## config.mk

```make
export PLATFORM = sky130hd
export DESIGN_NAME = key_debouncer
export DESIGN_NICKNAME = d
export VERILOG_FILES = /design/src/rtl/key_debouncer_pkg.sv /design/src/rtl/key_debouncer_debounce_1.sv /design/src/rtl/key_debouncer.sv
export SDC_FILE = /design/constraint.sdc
export NUM_CORES = 1
export LEC_CHECK = 0
export ABC_AREA = 1
export BUFFER_PORTS_ARGS = -buffer_cell sky130_fd_sc_hd__buf_2
export CORE_ASPECT_RATIO = 0.9
export CORE_UTILIZATION = 42
export DETAILED_ROUTE_END_ITERATION = 6
export GPL_TIMING_DRIVEN = 0
export HOLD_SLACK_MARGIN = 0.03
export PLACE_DENSITY_LB_ADDON = 0.3
export SLEW_MARGIN = 20
export SYNTH_ARGS = -nofsm -noshare
export SYNTH_HDL_FRONTEND = slang
export SYNTH_SLANG_ARGS = --single-unit
```

## constraint.sdc

```tcl
create_clock -name CLOCK_50 -period 1.6 [get_ports CLOCK_50]
set_input_delay 0.08 -clock CLOCK_50 [delete_from_list [all_inputs] [get_ports CLOCK_50]]
set_output_delay 0.08 -clock CLOCK_50 [all_outputs]
set_load 0.02 [all_outputs]
```

## src/rtl/key_debouncer_pkg.sv

```systemverilog
// Shared constants and helpers for the push-button debouncer.
// Key states are normalised so that pressed is always 1, whatever the pin polarity.
package key_debouncer_pkg;

    localparam int unsigned CLK_HZ_DEFAULT = 50_000_000;

    typedef enum logic {
        KEY_RELEASED = 1'b0,
        KEY_PRESSED  = 1'b1
    } key_state_e;

    function automatic int unsigned ms_to_cycles(input int unsigned clk_hz,
                                                 input int unsigned ms);
        return clk_hz / 1000 * ms;
    endfunction

endpackage

```

## src/rtl/key_debouncer_debounce_1.sv

```systemverilog
// Single-key synchroniser, debounce counter and long-press hold counter.
// Outputs are registered; press and release pulses share the edge that updates the level.
module key_debounce_1
    import key_debouncer_pkg::*;
#(
    parameter int unsigned DB_CYC      = 5,
    parameter int unsigned LONG_CYC    = 20,
    parameter int unsigned KEY_ACT_LOW = 1
) (
    input  logic clk,
    input  logic rst_n,
    input  logic key_pin,
    output logic level_o,
    output logic press_o,
    output logic release_o,
    output logic long_o
);

    localparam int unsigned DW = $clog2(DB_CYC + 1);
    localparam int unsigned HW = $clog2(LONG_CYC + 1);
    localparam logic [DW-1:0] DB_LAST   = DW'(DB_CYC - 1);
    localparam logic [HW-1:0] HOLD_LAST = HW'(LONG_CYC - 1);
    localparam logic [HW-1:0] HOLD_MAX  = HW'(LONG_CYC);
    localparam logic          PIN_IDLE  = (KEY_ACT_LOW != 0) ? 1'b1 : 1'b0;

    logic          sync1_q, sync1_d;
    logic          sync2_q, sync2_d;
    key_state_e    level_q, level_d;
    key_state_e    sample_st;
    logic [DW-1:0] db_cnt_q, db_cnt_d;
    logic [HW-1:0] hold_cnt_q, hold_cnt_d;
    logic          press_q, press_d;
    logic          release_q, release_d;
    logic          long_q, long_d;

    always_comb begin
        sync1_d    = key_pin;
        sync2_d    = sync1_q;
        sample_st  = ((sync2_q ^ PIN_IDLE) == 1'b1) ? KEY_PRESSED : KEY_RELEASED;
        level_d    = level_q;
        db_cnt_d   = '0;
        press_d    = 1'b0;
        release_d  = 1'b0;
        hold_cnt_d = '0;
        long_d     = 1'b0;

        // Any cycle of agreement drops the counter back to zero.
        if (sample_st != level_q) begin
            if (db_cnt_q == DB_LAST) begin
                level_d   = sample_st;
                press_d   = (sample_st == KEY_PRESSED);
                release_d = (sample_st == KEY_RELEASED);
            end else begin
                db_cnt_d = db_cnt_q + 1'b1;
            end
        end

        if (level_q == KEY_PRESSED) begin
            hold_cnt_d = (hold_cnt_q != HOLD_MAX) ? hold_cnt_q + 1'b1 : hold_cnt_q;
            long_d     = (hold_cnt_q == HOLD_LAST);
        end
    end

    always_ff @(posedge clk) begin
        if (!rst_n) begin
            sync1_q    <= PIN_IDLE;
            sync2_q    <= PIN_IDLE;
            level_q    <= KEY_RELEASED;
            db_cnt_q   <= '0;
            hold_cnt_q <= '0;
            press_q    <= 1'b0;
            release_q  <= 1'b0;
            long_q     <= 1'b0;
        end else begin
            sync1_q    <= sync1_d;
            sync2_q    <= sync2_d;
            level_q    <= level_d;
            db_cnt_q   <= db_cnt_d;
            hold_cnt_q <= hold_cnt_d;
            press_q    <= press_d;
            release_q  <= release_d;
            long_q     <= long_d;
        end
    end

    assign level_o   = (level_q == KEY_PRESSED);
    assign press_o   = press_q;
    assign release_o = release_q;
    assign long_o    = long_q;

endmodule

```

## src/rtl/key_debouncer.sv

```systemverilog
// Board push-button front end: NUM_KEYS independent debouncers on CLOCK_50.
// Emits clean levels plus press, release and long-press pulses per key.
module key_debouncer
    import key_debouncer_pkg::*;
#(
    parameter int unsigned NUM_KEYS    = 4,
    parameter int unsigned CLK_HZ      = CLK_HZ_DEFAULT,
    parameter int unsigned DEBOUNCE_MS = 20,
    parameter int unsigned LONG_MS     = 1000,
    parameter int unsigned KEY_ACT_LOW = 1
) (
    input  logic                CLOCK_50,
    input  logic                RST_N,
    input  logic [NUM_KEYS-1:0] KEY,
    output logic [NUM_KEYS-1:0] key_level,
    output logic [NUM_KEYS-1:0] key_press,
    output logic [NUM_KEYS-1:0] key_release,
    output logic [NUM_KEYS-1:0] key_long
);

    localparam int unsigned DB_CYC   = ms_to_cycles(CLK_HZ, DEBOUNCE_MS);
    localparam int unsigned LONG_CYC = ms_to_cycles(CLK_HZ, LONG_MS);

    for (genvar g = 0; g < NUM_KEYS; g++) begin : g_key
        key_debounce_1 #(
            .DB_CYC      (DB_CYC),
            .LONG_CYC    (LONG_CYC),
            .KEY_ACT_LOW (KEY_ACT_LOW)
        ) u_key (
            .clk       (CLOCK_50),
            .rst_n     (RST_N),
            .key_pin   (KEY[g]),
            .level_o   (key_level[g]),
            .press_o   (key_press[g]),
            .release_o (key_release[g]),
            .long_o    (key_long[g])
        );
    end

endmodule

```

Word-level counts from Yosys, hierarchy flattened
Index checks and enable logic that the tools add are counted.

word-level totals
  logic and storage cells = 81
  register bits = 208
  output and inout bits = 16
  input bits = 6

cells by class
  add/subtract/negate cells = 8
  equal/unequal tests = 16
  bitwise gates (word level) = 5
  reduce and logical (&&, ||, !) cells = 16
  mux-type cells = 4

operators by type and width
  operator                                       number
  adder 26 x 1 -> 26 bit, second input constant  4
  == test 26 bit, second input constant          4
  != test 26 bit, second input constant          4
  adder 20 x 1 -> 20 bit, second input constant  4
  == test 20 bit, second input constant          4
  AND reduction 2 bit                            8
  AND reduction 3 bit                            4
  OR reduction 3 bit                             4
  NOT 1 bit                                      5
  two-way mux 1 bit                              4
  != test 1 bit                                  4

Logic depth before layout (Yosys ltp)
  depth in word-level cells = 4
  depth in mapped cells = 9
  gate-level depth less buffers = 9

Modules after synthesis
Synthesis repeated with hierarchy kept, for this count alone.

unflattened totals
  cell total of the unflattened synthesis = 1640
  area, all modules = 10765.3 um2

by module, submodules not included
  module          seq. area each (um2)  instances  area an instance (um2)  cells an instance
  key_debounce_1  1041.0                4          2691.3                  410

Worst setup path after synthesis
OpenSTA, ideal clock, no wires.

  kind = register to register
  start = reg g_key[0].u_key.hold_cnt_q[0]
  end = reg g_key[0].u_key.hold_cnt_q[20]
  cell stages (with the launch flop) = 9
  buffers on the path = 0
  setup slack = 0.164 ns
  arrival time = 1.323 ns
  setup time = 0.113 ns
  data required time = 1.487 ns
  period minus slack after synthesis = 1.436 ns
  cell sequence = dfxtp_1 -> ha_1 -> nand2_1 -> nor2_4 -> nand3_1 -> nor2_1 -> nand2_1 -> nand2_1 -> nor2_1

on the way
  word-level cells in the longest chain between the ends = 1
  elaborated cells between the ends (all ways) = 2
  classes of those cells = 1 x add/sub; 1 x eq/ne

ends and longest elaborated chain
  what                                                             RTL line                        text
  start, declared                                                  key_debouncer_debounce_1.sv:31  logic [HW-1:0] hold_cnt_q, hold_cnt_d;
  start signal, assigned                                           key_debouncer_debounce_1.sv:79  hold_cnt_q <= hold_cnt_d;
  adder 26 x 1 -> 26 bit / != test 26 bit (equally long branches)  key_debouncer_debounce_1.sv:59  hold_cnt_d = (hold_cnt_q != HOLD_MAX) ? hold_cnt_q + 1'b1 : hold_cnt_q;

Several ways; a longest one is shown, not always the timed one.
A chain may end at the register's enable or synchronous reset.

Worst setup path in the final report
  start = reg g_key[2].u_key.db_cnt_q[0]
  end = reg g_key[2].u_key.db_cnt_q[0]

on the way
  word-level cells in the longest chain between the ends = 2
  elaborated cells between the ends (all ways) = 3
  classes of those cells = 1 x add/sub; 1 x eq/ne; 1 x reduce/logical

ends and longest elaborated chain
  what                                                                            RTL line                        text
  start, declared                                                                 key_debouncer_debounce_1.sv:30  logic [DW-1:0] db_cnt_q, db_cnt_d;
  start signal, assigned                                                          key_debouncer_debounce_1.sv:78  db_cnt_q <= db_cnt_d;
  parallel branches: the longest is 2 deep, another holds adder 20 x 1 -> 20 bit  --

Parallel ways; which one is timed is not known.

==> results.cfg <==
[sta]
worst_pin_slew_ns = 0.492
fmax_mhz = 668
setup_violations = 0
min_period_ns = 1.50
hold_ws_ns = 0.293
setup_tns_ns = 0
period_share = 0.936
fin_skew_ns = 0.00784
slew_headroom = 0.672
slew_viol_final = 0
hold_viol = 0

[clocking]
cts_buffers = 23
cts_sinks = 208
clkTransAtPathRegs_ns = 0.06
cts-root-buf = clkbuf_16
htreeDepth = 1
cts_tree = built
clk_latency_ns = 0.50
clockBufferDepth = 3

[synthesis]
yosysSeqAreaShare = 0.380
synth_area_leaders = dfxtp_1, nand2_1, nor2_1
synthFlopType = dfxtp_1
yosys_warnings = 0
synth-edff-count = 0
ys_seq_elements = 208
syn_nets = 1732
synthArstFlopShare = 0
synthCells = 1714
synth_cell_types = 32
yosys.area.top_type = dfxtp_1
synth.avg_cell_area_sq_um = 6.40
synth_top_area_frac = 0.380
synth_area_sq_um = 11000

[routing]
num_vias = 10390
wl_per_cell_um = 11.4
wl_met2_um = 10600
dr_wl_met3_um = 840
antenna_left = 0
highest_layer = met4
first_iter_violations = 659
drt_pre_antenna_iters = 4
drt-total-wl_um = 24400
vias_per_cell = 4.88
drc = 0
wl_met1_um = 12500

[global_route]
grt_pass1_vias = 9220
grtUsageTotal = 0.185
grt_max_degree = 14
grt_pass1_wl_um = 41600
antenna_found_initial = 0
grt_overflow_total = 0

[floorplanning]
core-area_sq_um = 25400
dieArea_sq_um = 26800
initial_core_util = 0.432
fp.dieW_um = 172
die_h_um = 155
num_io_pins = 22
num_rows = 55

[power_and_ir_drop]
clkPwrFrac = 0.492
power_w = 0.0104
pwr_density_cell_nw_per_um2 = 834
power_switching_share = 0.205
p_leak_nw = 3.72
internal_power_w = 0.00825
pwr-share-comb = 0.007
seq_power_share = 0.500
power_switching_w = 0.00213
peakVddDrop_uv = 655

[worst_setup_path]
crit_path_cell_trace = ha_2 -> nand3_4 -> nor3_1 -> nand3_1 -> nand2_1 -> buf_4 -> nor2_1
path_max_fanout = 10
path_class = flop to flop
required_ns = 1.99
path_buf_inv = 1
cp.arrival_ns = 1.89
cp-start-kind = flop
reg2reg_depth = 7
crit_slowest_cell = dfxtp_2
cpPeakStageDelay_ns = 0.38
crit_family = simple AND/OR/NAND/NOR gates
crit_cells = 7
end_kind = flop

[place]
io_buffers = 20
routabilityCongestion = 0.899
post-place-cells = 2076
dp.final_hpwl_um = 18000

[cells_and_area]
antenna_cells = 0
fin_nets = 1788
syn2layout_area_growth_pct = 13.6
fin_cells = 2128
final_cell_mix = nand2_1, nor2_1, dfxtp_1
drive_gt1_frac = 0.0873
final_common_cell = nand2_1

[status]
status = finished, final reports clean

[hold_path]
whs_path_depth = 3
hold_class = primary input to flop

[job]
max_cap_violations = 0
[logic make-up (layout without fill, tap and decap cells)]
kind of cell             Yosys count  in the layout  share of synthesized area
AND/OR/NAND/NOR                 1082           1082                      0.417
flip-flops                       208            208                      0.380
buffers and inverters            205            277                     0.0792
AO/OA/AOI/OAI                    170            170                     0.0805
XOR/XNOR                          37             37                     0.0296
adder cells (fa/ha/maj)           12             12                     0.0137
[registers in the layout (all words and copies together) (netlist names)]
register,flops
g_key.u_key.press_o,4
g_key.u_key.level_o,4
g_key.u_key.release_o,4
g_key.u_key.long_o,4
g_key.u_key.db_cnt_q,80
g_key.u_key.sync2_q,4
g_key.u_key.sync1_q,4
g_key.u_key.hold_cnt_q,104
[cells in the mapped netlist, types with 2 or more instances]
| cell | number |
|---|---|
| or2_2 | 13 |
| inv_1 | 171 |
| dfxtp_1 | 208 |
| nor3_2 | 3 |
| nor2_2 | 11 |
| and2_1 | 3 |
| nor2_4 | 5 |
| nand3_2 | 7 |
| nand2_4 | 3 |
| nor2_1 | 394 |
| nand3_1 | 118 |
| o21a_1 | 2 |
| buf_2 | 10 |
| ha_1 | 12 |
| nor3_1 | 22 |
| or2_0 | 3 |
| a21oi_1 | 106 |
| o21ai_0 | 51 |
| xnor2_1 | 18 |
| nand2_2 | 2 |
| clkbuf_1 | 2 |
| nand4_1 | 34 |
| nand2_1 | 449 |
| buf_4 | 21 |
| nor4_1 | 3 |
| o21bai_1 | 9 |
| xor2_1 | 19 |
| nand3b_1 | 11 |
[path summary, 6_finish.rpt]
check / startpoint / end / slack [ns]
worst max-delay path: g_key[2].u_key.db_cnt_q[0] / g_key[2].u_key.db_cnt_q[0] / 0.10
worst min-delay path: KEY[1] / g_key[1].u_key.sync1_q / 0.29
worst max register to register: g_key[2].u_key.db_cnt_q[0] / g_key[2].u_key.db_cnt_q[0] / 0.10
worst min register to register: g_key[3].u_key.sync1_q / g_key[3].u_key.sync2_q / 0.41
[stage by stage]
step                      instance area [sq um]  utilization  setup WS, ns
after floorplan                           11000            -         0.164
after global placement                    11500        0.453       -0.0844
after detailed placement                  11500        0.453        -0.103
after CTS                                 12300        0.485        0.0175
after global routing                      12500        0.490       -0.0233
final                                     12500        0.490         0.102
[layout make-up]
type | instances | area [sq um]
Fill cell | 2583 | 12900
Timing Repair Buffer | 31 | 195
Clock inverter | 8 | 67.6
Clock buffer | 33 | 663
Tap cell | 342 | 428
Multi-Input combinational cell | 1301 | 6050
Sequential cell | 208 | 4170
Buffer | 34 | 231
Inverter | 171 | 642
[tightest hold or removal path, cell delays in order]
cell and delay, ns:
dlygate4sd3_1 0.51, buf_2 0.09, or2_2 0.08
[routing by layer]
layer / global-route usage / up-vias
li1: - / 5532
met2: 0.298 / 136
met3: 0.0237 / 30
met1: 0.262 / 4692
met4: 0.0400 / 0
met5: 0 / -
[power groups by stage]
stage	registers [W]	clock network (W)	logic, W
floorplan	0.00531	0	0.0000414
detailed placement	0.00531	0	0.0000647
CTS	0.00520	0.00529	0.0000772
global route	0.00520	0.00548	0.0000855
global placement	0.00531	0	0.0000641
finish	0.00520	0.00511	0.0000763
[what timing repair did]
item	4_1_cts	5_1_grt
cloned	0	0
pin swaps	3	2
setup buffers	3	3
hold endpoints to repair	22	0
hold buffers	5	0
gates resized for setup	9	22
setup endpoints to repair	58	106
Power figures use the tool's default switching activity.
